### config.mk
export PLATFORM = sky130hd
export DESIGN_NAME = bp_cfg_loader_flat
export DESIGN_NICKNAME = d
export VERILOG_FILES = /design/src/rtl/bp_cfg_loader_if.sv /design/src/rtl/bp_cfg_loader.sv /design/src/flat_wrapper.sv
export SDC_FILE = /design/constraint.sdc
export NUM_CORES = 1
export LEC_CHECK = 0
export BUFFER_PORTS_ARGS = -buffer_cell sky130_fd_sc_hd__buf_2
export CORE_AREA = 3 3 121 123
export CTS_BUF_LIST = sky130_fd_sc_hd__clkbuf_8
export CTS_CLUSTER_DIAMETER = 150
export DETAILED_ROUTE_END_ITERATION = 6
export DIE_AREA = 0 0 124 126
export PLACE_DENSITY_LB_ADDON = 0.15
export SLEW_MARGIN = 20
export SYNTH_ARGS = -nofsm -noshare
export SYNTH_HDL_FRONTEND = slang
export SYNTH_SLANG_ARGS = --single-unit
### constraint.sdc
create_clock -name clk_i -period 2.4 [get_ports clk_i]
set_clock_uncertainty 0.2 [all_clocks]
set_input_delay 0.12 -clock clk_i [delete_from_list [all_inputs] [get_ports clk_i]]
set_output_delay 0.12 -clock clk_i [all_outputs]
set_load 0.01 [all_outputs]
### src/rtl/bp_cfg_loader_if.sv
// rtl/bp_cfg_loader_if.sv - uncached config link command/response bundle
interface bp_cfg_loader_if #(
  parameter int msg_width_p = 115
);
  logic [msg_width_p-1:0] mem_cmd;
  logic                   mem_cmd_v;
  logic                   mem_cmd_ready;
  logic [msg_width_p-1:0] mem_resp;
  logic                   mem_resp_v;
  logic                   mem_resp_yumi;

  modport master (
    output mem_cmd, mem_cmd_v, mem_resp_yumi,
    input  mem_cmd_ready, mem_resp, mem_resp_v
  );

  modport slave (
    input  mem_cmd, mem_cmd_v, mem_resp_yumi,
    output mem_cmd_ready, mem_resp, mem_resp_v
  );
endinterface

### src/rtl/bp_cfg_loader.sv
// rtl/bp_cfg_loader.sv - boot-time config loader driving uncached cfg commands
module bp_cfg_loader #(
  parameter int                 paddr_width_p     = 40,
  parameter logic [paddr_width_p-1:0] cfg_base_addr_p = 'h0020_0000,
  parameter int                 cfg_data_width_p  = 64,
  parameter int                 cce_instr_width_p = 64,
  parameter int                 ucode_entries_p   = 256,
  parameter logic [38:0]        npc_boot_p        = 39'h00_8000_0000,
  parameter bit                 skip_ucode_p      = 1'b0,
  localparam int ucode_addr_width_lp = (ucode_entries_p > 1) ? $clog2(ucode_entries_p) : 1
) (
  input  logic                           clk_i,
  input  logic                           reset_i,
  input  logic                           start_i,
  bp_cfg_loader_if.master                mem_if,
  output logic [ucode_addr_width_lp-1:0] ucode_addr_o,
  input  logic [cce_instr_width_p-1:0]   ucode_data_i,
  output logic                           busy_o,
  output logic                           done_o,
  output logic                           error_o
);

  // Message layout, MSB first: {msg_type, addr, size, payload, data}
  localparam int mt_width_lp      = 4;
  localparam int size_width_lp    = 3;
  localparam int payload_width_lp = 4;
  localparam int msg_width_lp     = mt_width_lp + paddr_width_p + size_width_lp
                                    + payload_width_lp + cfg_data_width_p;

  localparam logic [mt_width_lp-1:0]   e_cce_mem_uc_rd   = 4'd2;
  localparam logic [mt_width_lp-1:0]   e_cce_mem_uc_wr   = 4'd3;
  localparam logic [size_width_lp-1:0] e_mem_msg_size_8  = 3'd3;

  localparam logic [15:0] bp_cfg_reg_freeze_gp       = 16'h0008;
  localparam logic [15:0] bp_cfg_reg_npc_gp          = 16'h0010;
  localparam logic [15:0] bp_cfg_reg_icache_mode_gp  = 16'h0022;
  localparam logic [15:0] bp_cfg_reg_dcache_mode_gp  = 16'h0043;
  localparam logic [15:0] bp_cfg_reg_cce_mode_gp     = 16'h0081;
  localparam logic [15:0] ucode_reg_base_lp          = 16'h8000;

  localparam logic [cfg_data_width_p-1:0] e_cce_mode_normal = 'd1;
  localparam logic [cfg_data_width_p-1:0] e_lce_mode_normal = 'd1;

  localparam logic [ucode_addr_width_lp-1:0] ucode_last_lp =
    ucode_addr_width_lp'(ucode_entries_p - 1);

  typedef enum logic [3:0] {
    e_idle, e_freeze, e_ucode, e_cce_mode, e_ic_mode,
    e_dc_mode, e_npc_w, e_npc_r, e_unfreeze, e_done
  } state_e;

  state_e                          state_r, state_n;
  logic                            wait_r, wait_n;       // 0: SEND, 1: WAIT
  logic [ucode_addr_width_lp-1:0]  ucode_cnt_r, ucode_cnt_n;
  logic                            error_r, error_n;

  logic [mt_width_lp-1:0]          cmd_type;
  logic [15:0]                     cmd_reg;
  logic [cfg_data_width_p-1:0]     cmd_data;
  logic [mt_width_lp-1:0]          resp_type;
  logic                            in_cmd_state;
  logic                            unused_resp_bits;

  assign resp_type        = mem_if.mem_resp[msg_width_lp-1 -: mt_width_lp];
  assign unused_resp_bits = ^mem_if.mem_resp[msg_width_lp-mt_width_lp-1:39];
  assign in_cmd_state     = (state_r != e_idle) && (state_r != e_done);

  // Command fields are a pure function of state and ucode index, so the
  // message cannot change while it waits for the handshake.
  always_comb begin
    cmd_type = e_cce_mem_uc_wr;
    cmd_reg  = '0;
    cmd_data = '0;
    case (state_r)
      e_freeze:   begin cmd_reg = bp_cfg_reg_freeze_gp;      cmd_data = 'd1; end
      e_ucode:    begin
        cmd_reg  = ucode_reg_base_lp + 16'(ucode_cnt_r);
        cmd_data = cfg_data_width_p'(ucode_data_i);
      end
      e_cce_mode: begin cmd_reg = bp_cfg_reg_cce_mode_gp;    cmd_data = e_cce_mode_normal; end
      e_ic_mode:  begin cmd_reg = bp_cfg_reg_icache_mode_gp; cmd_data = e_lce_mode_normal; end
      e_dc_mode:  begin cmd_reg = bp_cfg_reg_dcache_mode_gp; cmd_data = e_lce_mode_normal; end
      e_npc_w:    begin cmd_reg = bp_cfg_reg_npc_gp;         cmd_data = cfg_data_width_p'(npc_boot_p); end
      e_npc_r:    begin cmd_reg = bp_cfg_reg_npc_gp;         cmd_type = e_cce_mem_uc_rd; end
      e_unfreeze: begin cmd_reg = bp_cfg_reg_freeze_gp;      cmd_data = '0; end
      default:    begin cmd_reg = '0; end
    endcase
  end

  assign mem_if.mem_cmd = {cmd_type,
                           cfg_base_addr_p | paddr_width_p'(cmd_reg),
                           e_mem_msg_size_8,
                           {payload_width_lp{1'b0}},
                           cmd_data};

  // Sequencer: SEND/WAIT per command, response checking, stray-response handling
  always_comb begin
    state_n              = state_r;
    wait_n               = wait_r;
    ucode_cnt_n          = ucode_cnt_r;
    error_n              = error_r;
    mem_if.mem_cmd_v     = 1'b0;
    mem_if.mem_resp_yumi = 1'b0;

    if (!in_cmd_state) begin
      if (start_i) begin
        state_n     = e_freeze;
        wait_n      = 1'b0;
        ucode_cnt_n = '0;
        error_n     = 1'b0;
      end
      if (mem_if.mem_resp_v) begin
        mem_if.mem_resp_yumi = 1'b1;
        error_n              = 1'b1;
      end
    end else if (!wait_r) begin
      mem_if.mem_cmd_v = 1'b1;
      if (mem_if.mem_cmd_ready) wait_n = 1'b1;
      // Nothing is outstanding yet, so any response here is stray.
      if (mem_if.mem_resp_v) begin
        mem_if.mem_resp_yumi = 1'b1;
        error_n              = 1'b1;
      end
    end else if (mem_if.mem_resp_v) begin
      mem_if.mem_resp_yumi = 1'b1;
      wait_n               = 1'b0;
      if (resp_type != cmd_type) error_n = 1'b1;
      if ((state_r == e_npc_r) && (mem_if.mem_resp[38:0] != npc_boot_p)) error_n = 1'b1;
      if ((state_r == e_ucode) && (ucode_cnt_r != ucode_last_lp)) begin
        ucode_cnt_n = ucode_cnt_r + 1'b1;
      end else begin
        ucode_cnt_n = '0;
        case (state_r)
          e_freeze:   state_n = skip_ucode_p ? e_cce_mode : e_ucode;
          e_ucode:    state_n = e_cce_mode;
          e_cce_mode: state_n = e_ic_mode;
          e_ic_mode:  state_n = e_dc_mode;
          e_dc_mode:  state_n = e_npc_w;
          e_npc_w:    state_n = e_npc_r;
          e_npc_r:    state_n = e_unfreeze;
          e_unfreeze: state_n = e_done;
          default:    state_n = e_idle;
        endcase
      end
    end
  end

  // State register with asynchronous reset
  always_ff @(posedge clk_i or posedge reset_i) begin
    if (reset_i) begin
      state_r     <= e_idle;
      wait_r      <= 1'b0;
      ucode_cnt_r <= '0;
      error_r     <= 1'b0;
    end else begin
      state_r     <= state_n;
      wait_r      <= wait_n;
      ucode_cnt_r <= ucode_cnt_n;
      error_r     <= error_n;
    end
  end

  assign ucode_addr_o = ucode_cnt_r;
  assign busy_o       = in_cmd_state;
  assign done_o       = (state_r == e_done);
  assign error_o      = error_r;

endmodule
### src/flat_wrapper.sv
// flat-port wrapper written by rule: the top's interface ports become plain ports
module bp_cfg_loader_flat 
#(
  parameter int                 paddr_width_p     = 40,
  parameter logic [paddr_width_p-1:0] cfg_base_addr_p = 'h0020_0000,
  parameter int                 cfg_data_width_p  = 64,
  parameter int                 cce_instr_width_p = 64,
  parameter int                 ucode_entries_p   = 256,
  parameter logic [38:0]        npc_boot_p        = 39'h00_8000_0000,
  parameter bit                 skip_ucode_p      = 1'b0,
  localparam int ucode_addr_width_lp = (ucode_entries_p > 1) ? $clog2(ucode_entries_p) : 1
)
  (clk_i, reset_i, start_i, ucode_addr_o, ucode_data_i, busy_o, done_o, error_o, mem_if_mem_cmd, mem_if_mem_cmd_v, mem_if_mem_resp_yumi, mem_if_mem_cmd_ready, mem_if_mem_resp, mem_if_mem_resp_v);
  bp_cfg_loader_if mem_if_i ();
  input  logic clk_i;
  input  logic reset_i;
  input  logic start_i;
  output logic [ucode_addr_width_lp-1:0] ucode_addr_o;
  input  logic [cce_instr_width_p-1:0] ucode_data_i;
  output logic busy_o;
  output logic done_o;
  output logic error_o;
  output wire logic [$bits(mem_if_i.mem_cmd)-1:0] mem_if_mem_cmd;
  output wire logic [$bits(mem_if_i.mem_cmd_v)-1:0] mem_if_mem_cmd_v;
  output wire logic [$bits(mem_if_i.mem_resp_yumi)-1:0] mem_if_mem_resp_yumi;
  input wire logic [$bits(mem_if_i.mem_cmd_ready)-1:0] mem_if_mem_cmd_ready;
  input wire logic [$bits(mem_if_i.mem_resp)-1:0] mem_if_mem_resp;
  input wire logic [$bits(mem_if_i.mem_resp_v)-1:0] mem_if_mem_resp_v;
  assign mem_if_mem_cmd = mem_if_i.mem_cmd;
  assign mem_if_mem_cmd_v = mem_if_i.mem_cmd_v;
  assign mem_if_mem_resp_yumi = mem_if_i.mem_resp_yumi;
  assign mem_if_i.mem_cmd_ready = mem_if_mem_cmd_ready;
  assign mem_if_i.mem_resp = mem_if_mem_resp;
  assign mem_if_i.mem_resp_v = mem_if_mem_resp_v;
  bp_cfg_loader #(.paddr_width_p(paddr_width_p), .cfg_base_addr_p(cfg_base_addr_p), .cfg_data_width_p(cfg_data_width_p), .cce_instr_width_p(cce_instr_width_p), .ucode_entries_p(ucode_entries_p), .npc_boot_p(npc_boot_p), .skip_ucode_p(skip_ucode_p)) u_core (.clk_i(clk_i), .reset_i(reset_i), .start_i(start_i), .mem_if(mem_if_i), .ucode_addr_o(ucode_addr_o), .ucode_data_i(ucode_data_i), .busy_o(busy_o), .done_o(done_o), .error_o(error_o));
endmodule
==> impl.org <==
** Run status
- Result of the run :: finished clean

** Worst setup path
- Arrival @ worst endpoint :: 1.95 ns
- Largest fanout on the critical path :: 34
- The number of buffers and inverters on the critical path is 4.
- The startpoint identified for the worst register-to-register timing path is u_core.state_r[0].
- Endpoint kind of the worst setup timing path :: primary output
- For the worst setup path, the data required time is 2.08 ns.
- The worst setup path is of the reg -> out kind.
- In this run the worst setup path begins at u_core.state_r[0].
- Chain of cells forming the critical path :: inv_2 > ha_1 > or3b_4 > clkinv_4 > buf_16 > and2_1 > buf_2
- Delay of the slowest cell on the worst path :: 0.43 ns
- Among all stages on the critical path, the largest delay is contributed by sky130_fd_sc_hd__dfrtp_1.
- In this design, the largest share of critical-path delay is due to simple AND/OR/NAND/NOR gates.
- The worst setup path is launched from a flip-flop.

** Synthesis
- Post-synth cell types :: 47
- Cell count after synthesis :: 259
- Most common flop cell mapped by yosys :: sky130_fd_sc_hd__dfrtp_1
- Sequential element share of the synthesized area :: 18.06%
- sky130_fd_sc_hd__and2_1 takes more of the synthesized area than any other cell.
- In this run the cell area of the synthesized design comes to 0.001939 mm^2.
- Synth area leaders :: sky130_fd_sc_hd__and2_1, sky130_fd_sc_hd__dfrtp_1, sky130_fd_sc_hd__buf_4
- A synthesized cell averages 7.488 um^2.
- During synthesis, Yosys emitted a total of 0 warnings.
- Counting flops with a built-in enable in the synthesized netlist gives 0.
- Share of async-settable or async-resettable flops after synthesis :: 100.0%
- Synthesis inferred 14 register bits.
- In this run the biggest area consumer among cell types represents 20.97% of the synthesized area.

** Cells and area
- With fillers left out, the area of the finished cells amounts to 0.003139 mm^2.
- Area of the multi-input gates :: 0.001344 mm^2
- The area growth from synthesis to layout is 61.87%.
- Share of post-route cells with drive strength above 1 :: 48.37%
- FILL cells :: 1568
- Post-layout net count :: 650
- The library cells used most frequently in the layout, excluding fill and tap cells, are sky130_fd_sc_hd__buf_2, sky130_fd_sc_hd__and2_1, sky130_fd_sc_hd__conb_1, sky130_fd_sc_hd__dfrtp_1, sky130_fd_sc_hd__a21oi_1.
- Most frequent standard cell in the layout excluding fill and tap cells :: sky130_fd_sc_hd__buf_2
- Area occupied by registers :: 350.3 um^2

** Timing
- Setup TNS Final :: 0 ns
- Setup violations remaining at the end of the flow were counted as 0.
- For the pin with the worst max-slew slack, the measured transition is 0.6346 ns.
- In this run the tightest slew margin relative to its limit is 57.37%.
- Hold violation count in the final report :: 0
- Hold timing on the final database bottoms out at a slack of 0.03565 ns.
- The max-slew violation total from the final report is 0.
- In the finished design, the share of the clock period the worst path needs comes to 94.70%.
- Setup repair after global routing left no endpoint under its margin.
- Time the final worst path needs with I/O delays and setup :: 2.273 ns
- Derived from the worst setup path, the maximum achievable clock frequency is 0.4400 GHz.

** Pwr
- Leakage :: 1.781 nW
- Areal power density over the cells :: 760.4 mW/mm^2
- Worst IR Drop VDD :: 219.2 uV

** Placed design
- Number of port buffers :: 198
- The HPWL after detailed placement is 7083 um.
- Routability-driven placement finished with a final weighted congestion of 0.7213.
- After detailed placement, the total cell area comes to 0.003027 mm^2.

** Die
- The total area inside the core boundary comes to 0.01377 mm^2.
- Total I/O pin count :: 312
- Initial cell density of the core :: 14.08%
- The initialized floorplan defines 43 standard-cell rows.
- Overall die width :: 124 um
- The die covers 0.01562 mm^2.
- Measured along the y axis, the die boundary spans 126 um.

** Global routing
- Met2 usage :: 16.70%
- For met1 alone, demand over resource in global routing was 10.68%.
- The first global-routing pass estimated 11400 um of wire.
- Met3 capacity usage during global routing :: 2.200%
- Initial antenna violation count :: 1
- Global routing used 9.211% of the available tracks across all layers.
- Busiest layer in global routing :: met2
- The via count of the first global-routing pass was 2285.
- Grt total ovfl :: 0
- Entering global routing, the biggest net connects 69 pins.

** Job
- Max capacitance violation total :: 0

** Detailed routing
- For this run, design rule violations remaining after detail routing come to 0.
- Antenna-violating nets left :: 0
- Average wire per standard cell :: 13.08 um
- In this run, the number of DRC markers left after iteration 0 of detailed routing was 72.
- For this block, the routed nets add up to 8369 um of wire.
- Via count of the routed design :: 2495
- Length of the first detailed-routing pass in iterations :: 4
- Dividing the detail-routed via count by the number of cells gives 3.898.

** CTS
- The clock net in this run drives a total of 14 sinks.
- Clock transition at path regs :: 0.06 ns
- Worst-Skew Late Latency :: 0.25 ns
- Post-CTS Repair Setup Buffers :: 0
- Total CTS buffers :: 3
- TritonCTS built the clock tree.
- No sink is reached through more buffers than the 2 on the longest clock path.
- Level count of the clock H-tree :: 1
- CTS placed an instance of sky130_fd_sc_hd__clkbuf_8 at the clock tree root.

** Min path
- Launch instance of the worst min-delay path :: mem_if_mem_resp_v
- Worst min path class :: in -> reg
[power by group]
group          switching, mW  total (mW)  internal (mW)
combinational          0.980        1.78          0.799
sequential            0.0858       0.375          0.290
clock                 0.0874       0.233          0.145
[logic make-up (layout without fill, tap and decap cells)]
group,after synthesis,after routing,synth area share [%]
flops,14,14,18.06
simple gates,124,124,38.19
compound gates,48,48,16.52
buf+inv,61,222,20.32
other cells,2,42,0.3872
fa+ha+maj,6,6,3.871
mux,4,4,2.645
[through the flow]
step	setup WS, ns	total power, mW	util [%]	std cells
final	0.1273	2.387	22.79	640
after global routing	0.005673	2.627	22.79	640
after floorplan	0.2395	1.435	-	298
after global placement	0.1907	2.122	21.97	632
after detailed placement	0.2028	2.122	21.97	632
after CTS	0.002366	2.376	22.57	638
[final cells by class]
type	instances	share of cell area, %
inverter	7	0.9964
clock buffer	4	1.754
timing repair buffer	211	36.03
antenna	1	0.07971
sequential	14	11.16
tap	180	7.174
multi-input combinational	223	42.81
[synth_stat cells, types with 3 or more instances]
master and instances:
sky130_fd_sc_hd__nor3_1 4, sky130_fd_sc_hd__clkbuf_1 9, sky130_fd_sc_hd__nor4b_1 3, sky130_fd_sc_hd__nor2b_1 5, sky130_fd_sc_hd__ha_1 6, sky130_fd_sc_hd__a21oi_1 13, sky130_fd_sc_hd__inv_1 6, sky130_fd_sc_hd__nand4_1 3
sky130_fd_sc_hd__buf_4 42, sky130_fd_sc_hd__nand3_1 5, sky130_fd_sc_hd__dfrtp_1 14, sky130_fd_sc_hd__nor4_1 11, sky130_fd_sc_hd__nand2_1 9, sky130_fd_sc_hd__a211oi_1 4, sky130_fd_sc_hd__nor2_1 9, sky130_fd_sc_hd__o21ai_0 12
sky130_fd_sc_hd__and2_1 65
[sequential cells by signal (all words and copies together) (netlist names)]
register	flops
u_core.state_r	4
u_core.wait_r	1
u_core.ucode_addr_o	8
u_core.error_o	1
[path summary, 6_finish.rpt]
check	slack [ns]	cells after the start	end
worst min-delay path	0.04	3	u_core.error_o
worst min register to register	0.40	1	u_core.wait_r
worst max register to register	0.19	7	u_core.state_r[1]
worst max-delay path	0.13	7	mem_if_mem_cmd[14]
min in group asynchronous	0.28	3	u_core.wait_r
max in group asynchronous	1.35	3	u_core.state_r[3]
[worst min-delay path, cell delays in order]
cell	delay, ns
sky130_fd_sc_hd__buf_2	0.15
sky130_fd_sc_hd__a21oi_1	0.05
sky130_fd_sc_hd__o21ai_0	0.12
[repair_timing]
| action | 4_1_cts | 5_1_grt |
|---|---|---|
| gates resized for setup | 1 | 2 |
| hold endpoints to repair | 15 | 0 |
| hold buffers | 2 | 0 |
| pin swaps | 0 | 0 |
| setup endpoints to repair | 1 | 64 |
| cloned | 0 | 1 |
[layer usage]
metal	up-vias	wire length [um]
met5	-	0
met4	0	92
met3	8	992
met2	165	4091
met1	1111	3194
li1	1211	-
No activity file was read; power rests on OpenSTA's default activity.
